[config.mk]
export PLATFORM = sky130hd
export DESIGN_NAME = round_sequencer
export DESIGN_NICKNAME = d
export VERILOG_FILES = /design/src/rtl/game_pkg.sv /design/src/rtl/round_sequencer_timer.sv /design/src/rtl/round_sequencer.sv
export SDC_FILE = /design/constraint.sdc
export NUM_CORES = 1
export LEC_CHECK = 0
export BUFFER_PORTS_ARGS = -buffer_cell sky130_fd_sc_hd__buf_2
export CAP_MARGIN = 5
export CORE_MARGIN = 1
export CORE_UTILIZATION = 45
export DETAILED_ROUTE_END_ITERATION = 6
export PLACE_DENSITY_LB_ADDON = 0.3
export SLEW_MARGIN = 20
export SYNTH_ARGS = -nofsm -noshare
export SYNTH_HDL_FRONTEND = slang
export SYNTH_HIERARCHICAL = 1
export SYNTH_SLANG_ARGS = --single-unit
[constraint.sdc]
create_clock -name clk -period 6 [get_ports clk]
set_input_delay 1.2 -clock clk [delete_from_list [all_inputs] [get_ports clk]]
set_output_delay 1.2 -clock clk [all_outputs]
set_load 0.05 [all_outputs]
[src/rtl/game_pkg.sv]
// game_pkg: shared state type, display-mode codes and winner codes for the
// reaction game round controller.
package game_pkg;

   // Round sequencer states.
   typedef enum logic [2:0] {
      ST_IDLE       = 3'd0,
      ST_COUNTDOWN  = 3'd1,
      ST_DELAY      = 3'd2,
      ST_REACT      = 3'd3,
      ST_RESULT     = 3'd4,
      ST_MATCH_OVER = 3'd5
   } state_e;

   // game_mode codes driven to the display block.
   localparam logic [1:0] MODE_COUNTDOWN = 2'b00;
   localparam logic [1:0] MODE_STOPWATCH = 2'b01;
   localparam logic [1:0] MODE_SCORE     = 2'b10;

   // winner codes.
   localparam logic [1:0] WIN_NONE = 2'b00;
   localparam logic [1:0] WIN_P1   = 2'b01;
   localparam logic [1:0] WIN_P2   = 2'b10;
   localparam logic [1:0] WIN_TIE  = 2'b11;

   // Display mode shown while the sequencer sits in a given state.
   function automatic logic [1:0] mode_of(input state_e s);
      case (s)
         ST_COUNTDOWN:       return MODE_COUNTDOWN;
         ST_DELAY, ST_REACT: return MODE_STOPWATCH;
         default:            return MODE_SCORE;
      endcase
   endfunction

endpackage

[src/rtl/round_sequencer_timer.sv]
// react_timeout_timer: counts 1 kHz ticks during the reaction window and
// flags the tick on which the count reaches TIMEOUT_MS.
module react_timeout_timer #(
   parameter int unsigned TIMEOUT_MS = 2000
) (
   input  logic clk,
   input  logic rst,
   input  logic clr_i,
   input  logic tick_i,
   output logic expired_o
);

   localparam int unsigned    CW    = $clog2(TIMEOUT_MS + 1);
   localparam logic [CW-1:0]  LIMIT = CW'(TIMEOUT_MS);
   localparam logic [CW-1:0]  ONE   = CW'(1);

   logic [CW-1:0] cnt_q;
   logic [CW-1:0] cnt_d;

   // Clear holds the count at zero; otherwise advance on tick, saturating at the limit.
   always_comb begin
      cnt_d = cnt_q;
      if (clr_i) begin
         cnt_d = '0;
      end else if (tick_i && (cnt_q != LIMIT)) begin
         cnt_d = cnt_q + ONE;
      end
   end

   // Count register.
   always_ff @(posedge clk) begin
      if (rst) begin
         cnt_q <= '0;
      end else begin
         cnt_q <= cnt_d;
      end
   end

   // Terminal flag compares the incremented value, so it fires on the limit tick itself.
   assign expired_o = !clr_i && tick_i && ((cnt_q + ONE) == LIMIT);

endmodule

[src/rtl/round_sequencer.sv]
// round_sequencer: match-level controller for the two-player reaction game.
// Sequences countdown / random delay / stopwatch, arbitrates player hits,
// detects jump starts and timeouts, and keeps the round-win tally.
//
// Handshake note: there is no valid/ready flow here. Every input is sampled
// through one register stage (hits and start as rising edges, the rest as
// levels), and the FSM acts on those registered samples, so an input seen at
// clock edge N changes state and outputs at edge N+1. All outputs are registers.
module round_sequencer
   import game_pkg::*;
#(
   parameter int unsigned WINS_TO_MATCH = 3,
   parameter int unsigned TIMEOUT_MS    = 2000
) (
   input  logic       clk,
   input  logic       rst,
   input  logic       start,
   input  logic       tick_1khz,
   input  logic       countdown_done,
   input  logic       delay_done,
   input  logic       p1_hit,
   input  logic       p2_hit,
   output logic       countdown_start,
   output logic       delay_start,
   output logic       stopwatch_clear,
   output logic       stopwatch_run,
   output logic [1:0] game_mode,
   output logic [1:0] winner,
   output logic       jump_start,
   output logic [3:0] p1_wins,
   output logic [3:0] p2_wins,
   output logic       match_over,
   output logic [2:0] dbg_state
);

   localparam logic [3:0] WINS_C = 4'(WINS_TO_MATCH);

   // Input sampling / edge detection.
   logic start_prev_q, p1_prev_q, p2_prev_q;
   logic start_edge_q, p1_edge_q, p2_edge_q;
   logic tick_q, cd_done_q, dl_done_q;

   // FSM and output registers.
   state_e     state_q, state_d;
   logic       countdown_start_q, countdown_start_d;
   logic       delay_start_q, delay_start_d;
   logic       stopwatch_clear_q, stopwatch_clear_d;
   logic       stopwatch_run_q, stopwatch_run_d;
   logic [1:0] game_mode_q, game_mode_d;
   logic [1:0] winner_q, winner_d;
   logic       jump_start_q, jump_start_d;
   logic [3:0] p1_wins_q, p1_wins_d;
   logic [3:0] p2_wins_q, p2_wins_d;
   logic       match_over_q, match_over_d;

   // Combinational helpers.
   logic       any_hit;
   logic [1:0] react_code;
   logic [1:0] jump_code;
   logic       round_end;
   logic [1:0] round_winner;
   logic [3:0] p1_inc, p2_inc;
   logic       timed_out;

   // Register inputs and detect rising edges; previous values reset high so
   // inputs already held at reset never produce an edge.
   always_ff @(posedge clk) begin
      if (rst) begin
         start_prev_q <= 1'b1;
         p1_prev_q    <= 1'b1;
         p2_prev_q    <= 1'b1;
         start_edge_q <= 1'b0;
         p1_edge_q    <= 1'b0;
         p2_edge_q    <= 1'b0;
         tick_q       <= 1'b0;
         cd_done_q    <= 1'b0;
         dl_done_q    <= 1'b0;
      end else begin
         start_prev_q <= start;
         p1_prev_q    <= p1_hit;
         p2_prev_q    <= p2_hit;
         start_edge_q <= start & ~start_prev_q;
         p1_edge_q    <= p1_hit & ~p1_prev_q;
         p2_edge_q    <= p2_hit & ~p2_prev_q;
         tick_q       <= tick_1khz;
         cd_done_q    <= countdown_done;
         dl_done_q    <= delay_done;
      end
   end

   // Reaction window timer; held clear whenever we are not in REACT so it
   // starts from zero on every entry.
   react_timeout_timer #(
      .TIMEOUT_MS (TIMEOUT_MS)
   ) u_timer (
      .clk       (clk),
      .rst       (rst),
      .clr_i     (state_q != ST_REACT),
      .tick_i    (tick_q),
      .expired_o (timed_out)
   );

   // Next state, scoring and next output values for the round FSM.
   always_comb begin
      state_d           = state_q;
      countdown_start_d = 1'b0;
      delay_start_d     = 1'b0;
      stopwatch_clear_d = 1'b0;
      winner_d          = winner_q;
      jump_start_d      = jump_start_q;
      p1_wins_d         = p1_wins_q;
      p2_wins_d         = p2_wins_q;
      match_over_d      = match_over_q;
      round_end         = 1'b0;
      round_winner      = WIN_NONE;
      p1_inc            = p1_wins_q + 4'd1;
      p2_inc            = p2_wins_q + 4'd1;
      any_hit           = p1_edge_q | p2_edge_q;
      // Winner codes line up with {p2,p1}: a legal hit names the hitter,
      // a jump start names the other player; both at once is a tie either way.
      react_code        = {p2_edge_q, p1_edge_q};
      jump_code         = {p1_edge_q, p2_edge_q};

      case (state_q)
         ST_IDLE, ST_RESULT, ST_MATCH_OVER: begin
            if (start_edge_q) begin
               state_d           = ST_COUNTDOWN;
               countdown_start_d = 1'b1;
               stopwatch_clear_d = 1'b1;
               winner_d          = WIN_NONE;
               jump_start_d      = 1'b0;
               if (state_q == ST_MATCH_OVER) begin
                  p1_wins_d    = 4'd0;
                  p2_wins_d    = 4'd0;
                  match_over_d = 1'b0;
               end
            end
         end
         ST_COUNTDOWN: begin
            if (any_hit) begin
               round_end    = 1'b1;
               jump_start_d = 1'b1;
               round_winner = jump_code;
            end else if (cd_done_q) begin
               state_d       = ST_DELAY;
               delay_start_d = 1'b1;
            end
         end
         ST_DELAY: begin
            if (any_hit) begin
               round_end    = 1'b1;
               jump_start_d = 1'b1;
               round_winner = jump_code;
            end else if (dl_done_q) begin
               state_d = ST_REACT;
            end
         end
         ST_REACT: begin
            // A hit on the same tick as the timeout takes precedence.
            if (any_hit) begin
               round_end    = 1'b1;
               round_winner = react_code;
            end else if (timed_out) begin
               round_end    = 1'b1;
               round_winner = WIN_NONE;
            end
         end
         default: begin
            state_d = ST_IDLE;
         end
      endcase

      if (round_end) begin
         state_d  = ST_RESULT;
         winner_d = round_winner;
         if (round_winner == WIN_P1) begin
            p1_wins_d = p1_inc;
            if (p1_inc == WINS_C) begin
               state_d      = ST_MATCH_OVER;
               match_over_d = 1'b1;
            end
         end else if (round_winner == WIN_P2) begin
            p2_wins_d = p2_inc;
            if (p2_inc == WINS_C) begin
               state_d      = ST_MATCH_OVER;
               match_over_d = 1'b1;
            end
         end
      end

      stopwatch_run_d = (state_d == ST_REACT);
      game_mode_d     = mode_of(state_d);
   end

   // State and registered outputs.
   always_ff @(posedge clk) begin
      if (rst) begin
         state_q           <= ST_IDLE;
         countdown_start_q <= 1'b0;
         delay_start_q     <= 1'b0;
         stopwatch_clear_q <= 1'b0;
         stopwatch_run_q   <= 1'b0;
         game_mode_q       <= MODE_SCORE;
         winner_q          <= WIN_NONE;
         jump_start_q      <= 1'b0;
         p1_wins_q         <= 4'd0;
         p2_wins_q         <= 4'd0;
         match_over_q      <= 1'b0;
      end else begin
         state_q           <= state_d;
         countdown_start_q <= countdown_start_d;
         delay_start_q     <= delay_start_d;
         stopwatch_clear_q <= stopwatch_clear_d;
         stopwatch_run_q   <= stopwatch_run_d;
         game_mode_q       <= game_mode_d;
         winner_q          <= winner_d;
         jump_start_q      <= jump_start_d;
         p1_wins_q         <= p1_wins_d;
         p2_wins_q         <= p2_wins_d;
         match_over_q      <= match_over_d;
      end
   end

   assign countdown_start = countdown_start_q;
   assign delay_start     = delay_start_q;
   assign stopwatch_clear = stopwatch_clear_q;
   assign stopwatch_run   = stopwatch_run_q;
   assign game_mode       = game_mode_q;
   assign winner          = winner_q;
   assign jump_start      = jump_start_q;
   assign p1_wins         = p1_wins_q;
   assign p2_wins         = p2_wins_q;
   assign match_over      = match_over_q;
   assign dbg_state       = state_q;

endmodule

Yosys cells after proc, flatten, opt, wreduce, memory -nomap -nowiden:

Cells that the tools add are included.

* register bits: 40
* bits in latches: 0
* bits in writable memories: 0
* bits in read-only memories: 0
* bits of input ports: 8
* output and inout port bits: 21
* logic and storage cells: 111
* memories kept: 0

* add/sub/neg operators: 3
* multiply operators: 0
* div/mod/pow operators: 0
* order comparisons: 0
* equal/unequal tests: 17
* shift operators: 0
* multiplexer cells: 46
* bitwise logic cells: 9
* reductions and logical operators: 16

Operator list (count)
* $mux W4: 11
* $mux W3: 7
* $mux W1: 18
* $eq A3 B2 Y1 const B: 4
* $pmux W3 S4: 1
* $add A11 B1 Y11 const B: 1
* $eq A11 B11 Y1 const B: 1
* $ne A11 B11 Y1 const B: 1
* $mux W2: 5
* $add A4 B1 Y4 const B: 2
* $eq A4 B2 Y1 const B: 2
* $pmux W2 S2: 2
* $reduce_or A2 Y1: 4
* $eq A3 B1 Y1 const B: 2
* $eq A3 B3 Y1 const B: 2
* $reduce_bool A2 Y1: 3
* $reduce_or A3 Y1: 2
* $not A1 Y1: 5
* $pmux W1 S2: 2
* $and A1 B1 Y1: 3
* $logic_and A1 B1 Y1: 3
* $logic_not A3 Y1: 1
* $ne A3 B2 Y1 const B: 1
* $reduce_and A3 Y1: 1
* other kinds (7): 7

Logic depth before layout (Yosys ltp):

Gate-level depths: netlist of run 1.

* depth in word-level cells: 11
* depth in mapped cells: 11
* depth with buffers taken out: 10

Modules after synthesis:

Netlist of run 1, hierarchy kept.

By module, submodules not included
* round_sequencer: times used 1, cells an instance 157, area each 1450.1 sq um, seq. area each 580.6 sq um
* react_timeout_timer: times used 1, cells an instance 75, area each 640.6 sq um, seq. area each 220.2 sq um

Worst setup path before layout of run 1:

OpenSTA, ideal clock, no wires.

* path type: reg2reg
* start: register state_q[0], in the netlist dbg_state[0]
* end: register stopwatch_run_q, in the netlist stopwatch_run
* library setup time: 0.115 ns
* arrival: 2.400 ns
* required time: 5.885 ns
* setup slack: 3.485 ns
* stages on the path, launching flop included: 12
* buffers on the path: 2
* period minus slack after synthesis: 2.515 ns
* cell sequence: dfxtp_1 buf_4 buf_2 nand3b_1 nor4b_1 o21ai_0 nor3_1 and2_1 o21ai_0 o311ai_2 o221ai_2 and2_1

* longest elaborated chain between the ends: 9
* elaborated cells between the ends (all ways): 28
* those cells by class: 9 x eq/ne; 13 x mux; 6 x reduce/logical

Ends and longest elaborated chain
* start: declaration: line round_sequencer.sv:44 `state_e state_q, state_d;`
* start signal: assignment: line round_sequencer.sv:210 `state_q <= state_d;`
* $ne A3 B2 Y1: line round_sequencer.sv:98 `.clr_i (state_q != ST_REACT),`
* $logic_not A1 Y1: line round_sequencer_timer.sv:40 `assign expired_o = !clr_i && tick_i && ((cnt_q + ONE) == LIMIT);`
* $logic_and A1 B1 Y1 (2 in a row): line round_sequencer_timer.sv:40
* net timed_out: line round_sequencer.sv:63 `logic timed_out;`
* $mux W1: line round_sequencer.sv:163 `end else if (timed_out) begin`
* $mux W1: line round_sequencer.sv:160 `if (any_hit) begin`
* $pmux W1 S2: line round_sequencer.sv:124 `case (state_q)`
* $mux W3: line round_sequencer.sv:173 `if (round_end) begin`
* $eq A3 B2 Y1: line round_sequencer.sv:191 `stopwatch_run_d = (state_d == ST_REACT);`
* end signal: assignment: line round_sequencer.sv:214 `stopwatch_run_q <= stopwatch_run_d;`
* end: declaration: line round_sequencer.sv:48 `logic stopwatch_run_q, stopwatch_run_d;`

The timed path passes the listed nets, and every way through them passes these cells.
A chain may end at the register's enable or synchronous reset.

Final worst setup path of run 1:

* start: register u_timer.cnt_q[1]
* end: register game_mode_q[1], in the netlist game_mode[1]

* longest elaborated chain between the ends: 10
* elaborated cells between the ends (all ways): 12
* those cells by class: 1 x add/sub; 4 x eq/ne; 5 x mux; 2 x reduce/logical

Ends and longest elaborated chain
* start: declaration: line round_sequencer_timer.sv:17 `logic [CW-1:0] cnt_q;`
* start signal: assignment: line round_sequencer_timer.sv:35 `cnt_q <= cnt_d;`
* $add A11 B1 Y11 (*): line round_sequencer_timer.sv:40
* $eq A11 B11 Y1 (*): line round_sequencer_timer.sv:40
* $logic_and A1 B1 Y1 (*): line round_sequencer_timer.sv:40
* net timed_out: line round_sequencer.sv:63
* $mux W1 (*): line round_sequencer.sv:163
* $mux W1 (*): line round_sequencer.sv:160
* $pmux W1 S2 (*): line round_sequencer.sv:124
* $mux W3 (*): line round_sequencer.sv:173
* $eq A3 B2 Y1: line game_pkg.sv:28 `case (s)`
* $reduce_or A2 Y1: line game_pkg.sv:28
* $pmux W2 S2 (*): line game_pkg.sv:28
* end signal: assignment: line round_sequencer.sv:215 `game_mode_q <= game_mode_d;`
* end: declaration: line round_sequencer.sv:49 `logic [1:0] game_mode_q, game_mode_d;`

The timed path passes the listed nets; every way through them passes the cells marked *.

==> results.cfg, run 1 <==
[logic_synthesis]
synth_nets = 246
postSynthCellCount = 232
postSynthAreaPerCell_um2 = 9.01
synth_edf_count = 0
synth_top_area_share_pct = 38.3
synth.yosys.seq_area_share_pct = 38.3
synth-seq-cells = 40
yosys.area.top_type = dfxtp_1
netlist-cell-type-count = 56
syn_area_um2 = 2090
yosys_warnings = 6
synth_ff_type = dfxtp_1
synth_area_leaders = dfxtp_1 (38%), a21oi_1 (4.1%), ha_1 (3.6%)
synth-async-reset-ratio_pct = 0

[floorplan]
dieWidth_um = 70.2
pin_count = 29
initial_core_util_pct = 47.4
die_area_um2 = 4920
core_um2 = 4410
core.rowCount = 24
die_h_um = 70.2

[cts]
htree_num_levels = 2
cts_hold_buf = 0
cts-resized-gates = 0
cts_buffers = 5
clkSlewWorstSetupHoldPaths_ps = 70
root_buffer = clkbuf_8
cts.path.max_buffers = 2
clk_latency_ps = 290
cts_num_sinks = 40
cts_setup_buffers = 0
cts_tree = built

[timing]
setup_violations = 0
tns_ps = 0
hold_viol = 0
finalCriticalPeriod_ps = 2610
relSlewSlack_pct = 59.4
fmax_mhz = 383
fin_skew_ps = 4.07
rsz0062_at_grt = no
drv_slew = 0
fin_hold_ws_ps = 387
fin_crit_sh_pct = 43.5
worst_pin_slew_ps = 608

[setup_path]
startpoint_type = flop
end_kind = flop
path_max_fanout = 8
worstPathRequired_ps = 6210
cp.arrival_ps = 2820
worstSetupPathType = flop to flop

[pwr]
pwr-share-clk_pct = 38.2
swShare_pct = 22.4
leakagePower_nw = 0.866
peakVddDrop_mv = 0.148
cellPowerDensity_nw_per_um2 = 210
comb_power_share_pct = 4.8
p_seq_share_pct = 57.1
power.switching_w = 0.000108
intPower_w = 0.000372

[global_routing]
antenna_found_initial = 0
grt_overflow_total = 0
grt_pass1_wl_um = 7110
grt_pass1_vias = 1521
grtUsageTotal_pct = 18.2
grt_start_max_net_pins = 30

[final_layout]
syn_to_final_growth_pct = 9.34
antenna_cells = 0
layout.nets = 267
layout-drive-gt1-share_pct = 21.7

[drt]
wl_per_cell_um = 13.2
via_per_inst = 5.41
vias = 1654
drtIter0Drc = 52
drcViolationCount = 0
totalWireLength_um = 4050
drtPass1Iterations = 4
ant_nets = 0

[min_path]
hp-class = flop to flop

[placed_design]
place_congestion = 0.818
port_buffers = 28
hpwl_um = 2770

[run_status]
outcome = finished clean

[flow_run]
max-cap-violations = 0
## power groups by stage
stage | Combinational, W | Clock (W) | Sequential, W
floorplan | 0.0000165 | 0 | 0.000281
detailed placement | 0.0000230 | 0 | 0.000280
CTS | 0.0000232 | 0.000190 | 0.000274
global placement | 0.0000226 | 0 | 0.000280
finish | 0.0000230 | 0.000183 | 0.000274
global route | 0.0000251 | 0.000198 | 0.000274
## critical path, cell delays in order, from the launching register on
cell      delay [ps]
dfxtp_1          450
ha_1             310
nand2_1          200
nor4b_1          270
o21ai_0          140
nor3_1           350
and2_1           170
o21ai_0           90
o311ai_2         160
o221ai_2         180
a41oi_2          230
## state kept, by name, indices dropped and copies added (netlist names), 2 cells and up
| name | cells |
|---|---|
| game_mode | 2 |
| dbg_state | 3 |
| p1_wins | 4 |
| winner | 2 |
| p2_wins | 4 |
| u_timer/cnt_q | 11 |
## cell usage after synthesis, drive strengths merged, types with 2 or more instances
| cell | instances |
|---|---|
| and3 | 3 |
| mux2 | 3 |
| dfxtp | 40 |
| a31oi | 4 |
| nand4 | 4 |
| nor2b | 6 |
| inv | 7 |
| nor3 | 12 |
| a21oi | 17 |
| nor3b | 6 |
| or3 | 3 |
| nand2b | 2 |
| buf | 11 |
| or2 | 4 |
| a21o | 2 |
| nand2 | 19 |
| mux2i | 3 |
| clkbuf | 3 |
| and2 | 2 |
| nor2 | 21 |
| and3b | 2 |
| nand3 | 7 |
| a41oi | 2 |
| nand3b | 5 |
| ha | 6 |
| nand4b | 2 |
| xor2 | 8 |
| a211oi | 2 |
| nor4 | 3 |
| xnor2 | 4 |
| o21ai | 7 |
## per-stage QoR
step / setup WS [ps] / total power [W] / instance area [um2] / instances / utilization (%)
after floorplan: 3480 / 0.000298 / 2090 / 232 / -
after global placement: 3590 / 0.000302 / 2200 / 298 / 49.7
after detailed placement: 3470 / 0.000303 / 2200 / 298 / 49.7
after CTS: 3420 / 0.000487 / 2290 / 306 / 51.8
after global routing: 3270 / 0.000498 / 2290 / 306 / 51.8
final: 3390 / 0.000480 / 2290 / 306 / 51.8
## cells by family after synthesis
group | after synthesis | share of synthesized area [%]
compound gates | 44 | 15.8
xor+xnor | 12 | 5.39
fa+ha+maj | 6 | 3.59
buf+inv | 21 | 6.04
flops | 40 | 38.3
mux | 6 | 3.41
simple gates | 103 | 27.5
## final timing paths
check                   startpoint      endpoint  slack (ps)  depth (start not counted)
setup reg to reg  u_timer/cnt_q[1]  game_mode[1]        3390                         10
hold / removal           p2_prev_q     p2_edge_q         390                          1
setup / recovery  u_timer/cnt_q[1]  game_mode[1]        3390                         10
hold reg to reg          p2_prev_q     p2_edge_q         390                          1
## area by class of cell
cell class              instances  area (um2)
repair buffers                 28         140
well taps                      52        65.1
multi-input cells             171        1160
inverters                       7        26.3
clock buffers                   8        90.1
fillers                       425        2130
flip-flops and latches         40         801
## cells in the final DEF, fill, tap and decap left out, drive strengths merged, types with 5 or more instances in the layout
cell	synthesis	layout
nand3	7	7
o21ai	7	7
a21oi	17	17
dfxtp	40	40
nand3b	5	5
clkbuf	3	8
nand2	19	19
buf	11	28
xor2	8	8
ha	6	6
nor3	12	12
nor2b	6	6
nor3b	6	6
inv	7	7
nor2	21	21
## per-layer routing
metal / vias up / part of all wire [%] / GRT usage, %
li1: 857 / - / -
met1: 765 / 50 / 22.7
met2: 27 / 46 / 30.6
met3: 5 / 2.7 / 4.33
met4: 0 / 1.4 / 6.00
met5: - / 0 / 0
Power figures use the tool's default switching activity.
==> run 2, diff against run 1 <==
clock period = 2.2 ns   (was 6 ns; I/O delays follow)
==> run 2 against run 1 <==
Largest power group unchanged. Clock power rose to 3.6 times the previous value. Clock skew is 4.7 ps higher. Sequential power increased to 2.7 times the previous value. Fmax rose by 30%. Global-route usage decreased by 0.48 points. Power grew to 3.1 times the previous value. Largest cell class unchanged. Worst setup slack lost 3200 ps. Die area unchanged. First-iteration DRC count rose by 17%.
==> results.cfg, run 2 (synthesis gave the netlist of run 1 again) <==
[timing]
rsz0062_at_grt = no
finalCriticalPeriod_ps = 2010
relSlewSlack_pct = 64.6
fin_hold_ws_ps = 343
setup_violations = 0
tns_ps = 0
drv_slew = 0
fmax_mhz = 498
fin_crit_sh_pct = 91.2
hold_viol = 0
worst_pin_slew_ps = 531
layout_setup_ws_ps = 193
fin_skew_ps = 8.82

[floorplan]
dieWidth_um = 70.2
pin_count = 29
core.rowCount = 24
die_h_um = 70.2
core_um2 = 4410
initial_core_util_pct = 47.4
die_area_um2 = 4920

[final_layout]
final_cell_mix = dfxtp_1 (37), buf_2 (28), nor2_1 (20)
finalInstanceArea_um2 = 2440
layout.nets = 280
fill_cells = 406
syn_to_final_growth_pct = 16.5
antenna_cells = 0
largest-register = u_timer/cnt_q
final_common_cell = dfxtp_1
multiInputGateArea_um2 = 1170
regArea_um2 = 810
final_core_util_pct = 55.2
largest_register_ffs = 11
layout-drive-gt1-share_pct = 28.1

[setup_path]
r2r_cells = 10
path_max_fanout = 6
end_kind = flop
worstSetupPathType = flop to flop
startpoint_type = flop
worstPathRequired_ps = 2390
cp.arrival_ps = 2200

[drt]
totalWireLength_um = 4140
top_layer_used = met4
drcViolationCount = 0
wl_met2_um = 1810
drt-met1-wl_um = 2110
vias = 1734
drtPass1Iterations = 4
ant_nets = 0
drtIter0Drc = 61
wl_met3_um = 164
via_per_inst = 5.44
wl_per_cell_um = 13.0

[placed_design]
port_buffers = 28
placed_area_um2 = 2300
place_congestion = 0.794
hpwl_um = 2890
pre_cts_ws_ps = 96.2

[pwr]
peakVddDrop_mv = 0.412
leakagePower_nw = 0.952
cellPowerDensity_nw_per_um2 = 601

[global_routing]
grtUsageTotal_pct = 17.7
grt_pass1_wl_um = 6910
grt_overflow_total = 0
grt_pass1_vias = 1510
antenna_found_initial = 0
grt_start_max_net_pins = 30

[min_path]
hold_depth = 2
hp-class = input pin to flop

[cts]
cts_num_sinks = 40
root_buffer = clkbuf_8
clk_latency_ps = 290
clkSlewWorstSetupHoldPaths_ps = 80
cts_buffers = 5
cts_tree = built
htree_num_levels = 2
cts.path.max_buffers = 2
cts_hold_buf = 0

[flow_run]
max-cap-violations = 0

[run_status]
outcome = finished clean
[run 2: changes by cell type in the layout (fill, tap and decap cells not counted), sizes merged]
cell,previous run,this run
buf,28,41
bufinv,0,1
clkbuf,8,7
[run 2: where the power goes]
| group | leakage, nW | total [W] | switching [W] | internal [W] |
|---|---|---|---|---|
| Sequential | 0.326 | 0.000739 | 0.00000714 | 0.000732 |
| Clock | 0.0645 | 0.000654 | 0.000254 | 0.000400 |
| Combinational | 0.561 | 0.0000706 | 0.0000428 | 0.0000278 |
| Total | 0.952 | 0.00146 | 0.000304 | 0.00116 |
[run 2: worst max-delay path: stages (launching register included)]
cell and delay (ps):
dfxtp_1 350, ha_2 240, nand2_1 80, nor4b_1 220, o21ai_0 150, nor3_2 190
and2_1 150, o21ai_0 80, o311ai_2 110, o221ai_2 160, and2_1 180
[run 2: layer usage]
metal,vias to the layer above,global-route usage (%)
li1,885,-
met1,807,24.4
met2,37,26.8
met3,5,4.91
met4,0,5.33
met5,-,0
[run 2: cell type report]
| class | count | share of cell area [%] |
|---|---|---|
| clock buffer | 7 | 3.95 |
| multi-input combinational | 171 | 48.1 |
| clock inverter | 1 | 1.23 |
| sequential | 40 | 33.2 |
| inverter | 7 | 1.08 |
| tap | 52 | 2.67 |
| timing repair buffer | 41 | 9.76 |
[run 2: through the flow]
step           instances  total power, W
3_3_place_gp         311        0.000826
2_1_floorplan        232        0.000811
3_5_place_dp         311        0.000827
5_1_grt              319         0.00151
6_report             319         0.00146
4_1_cts              319         0.00148
[run 2: final timing paths]
check | startpoint | to | slack, ps
min | p1_hit | p1_prev_q | 340
max reg2reg | u_timer/cnt_q[0] | stopwatch_run | 190
min reg2reg | start_prev_q | start_edge_q | 390
max | u_timer/cnt_q[0] | stopwatch_run | 190
[run 2: what timing repair did]
action	4_1_cts	5_1_grt
gates resized for setup	0	2
setup endpoints to repair	0	4
buffers inserted	0	0
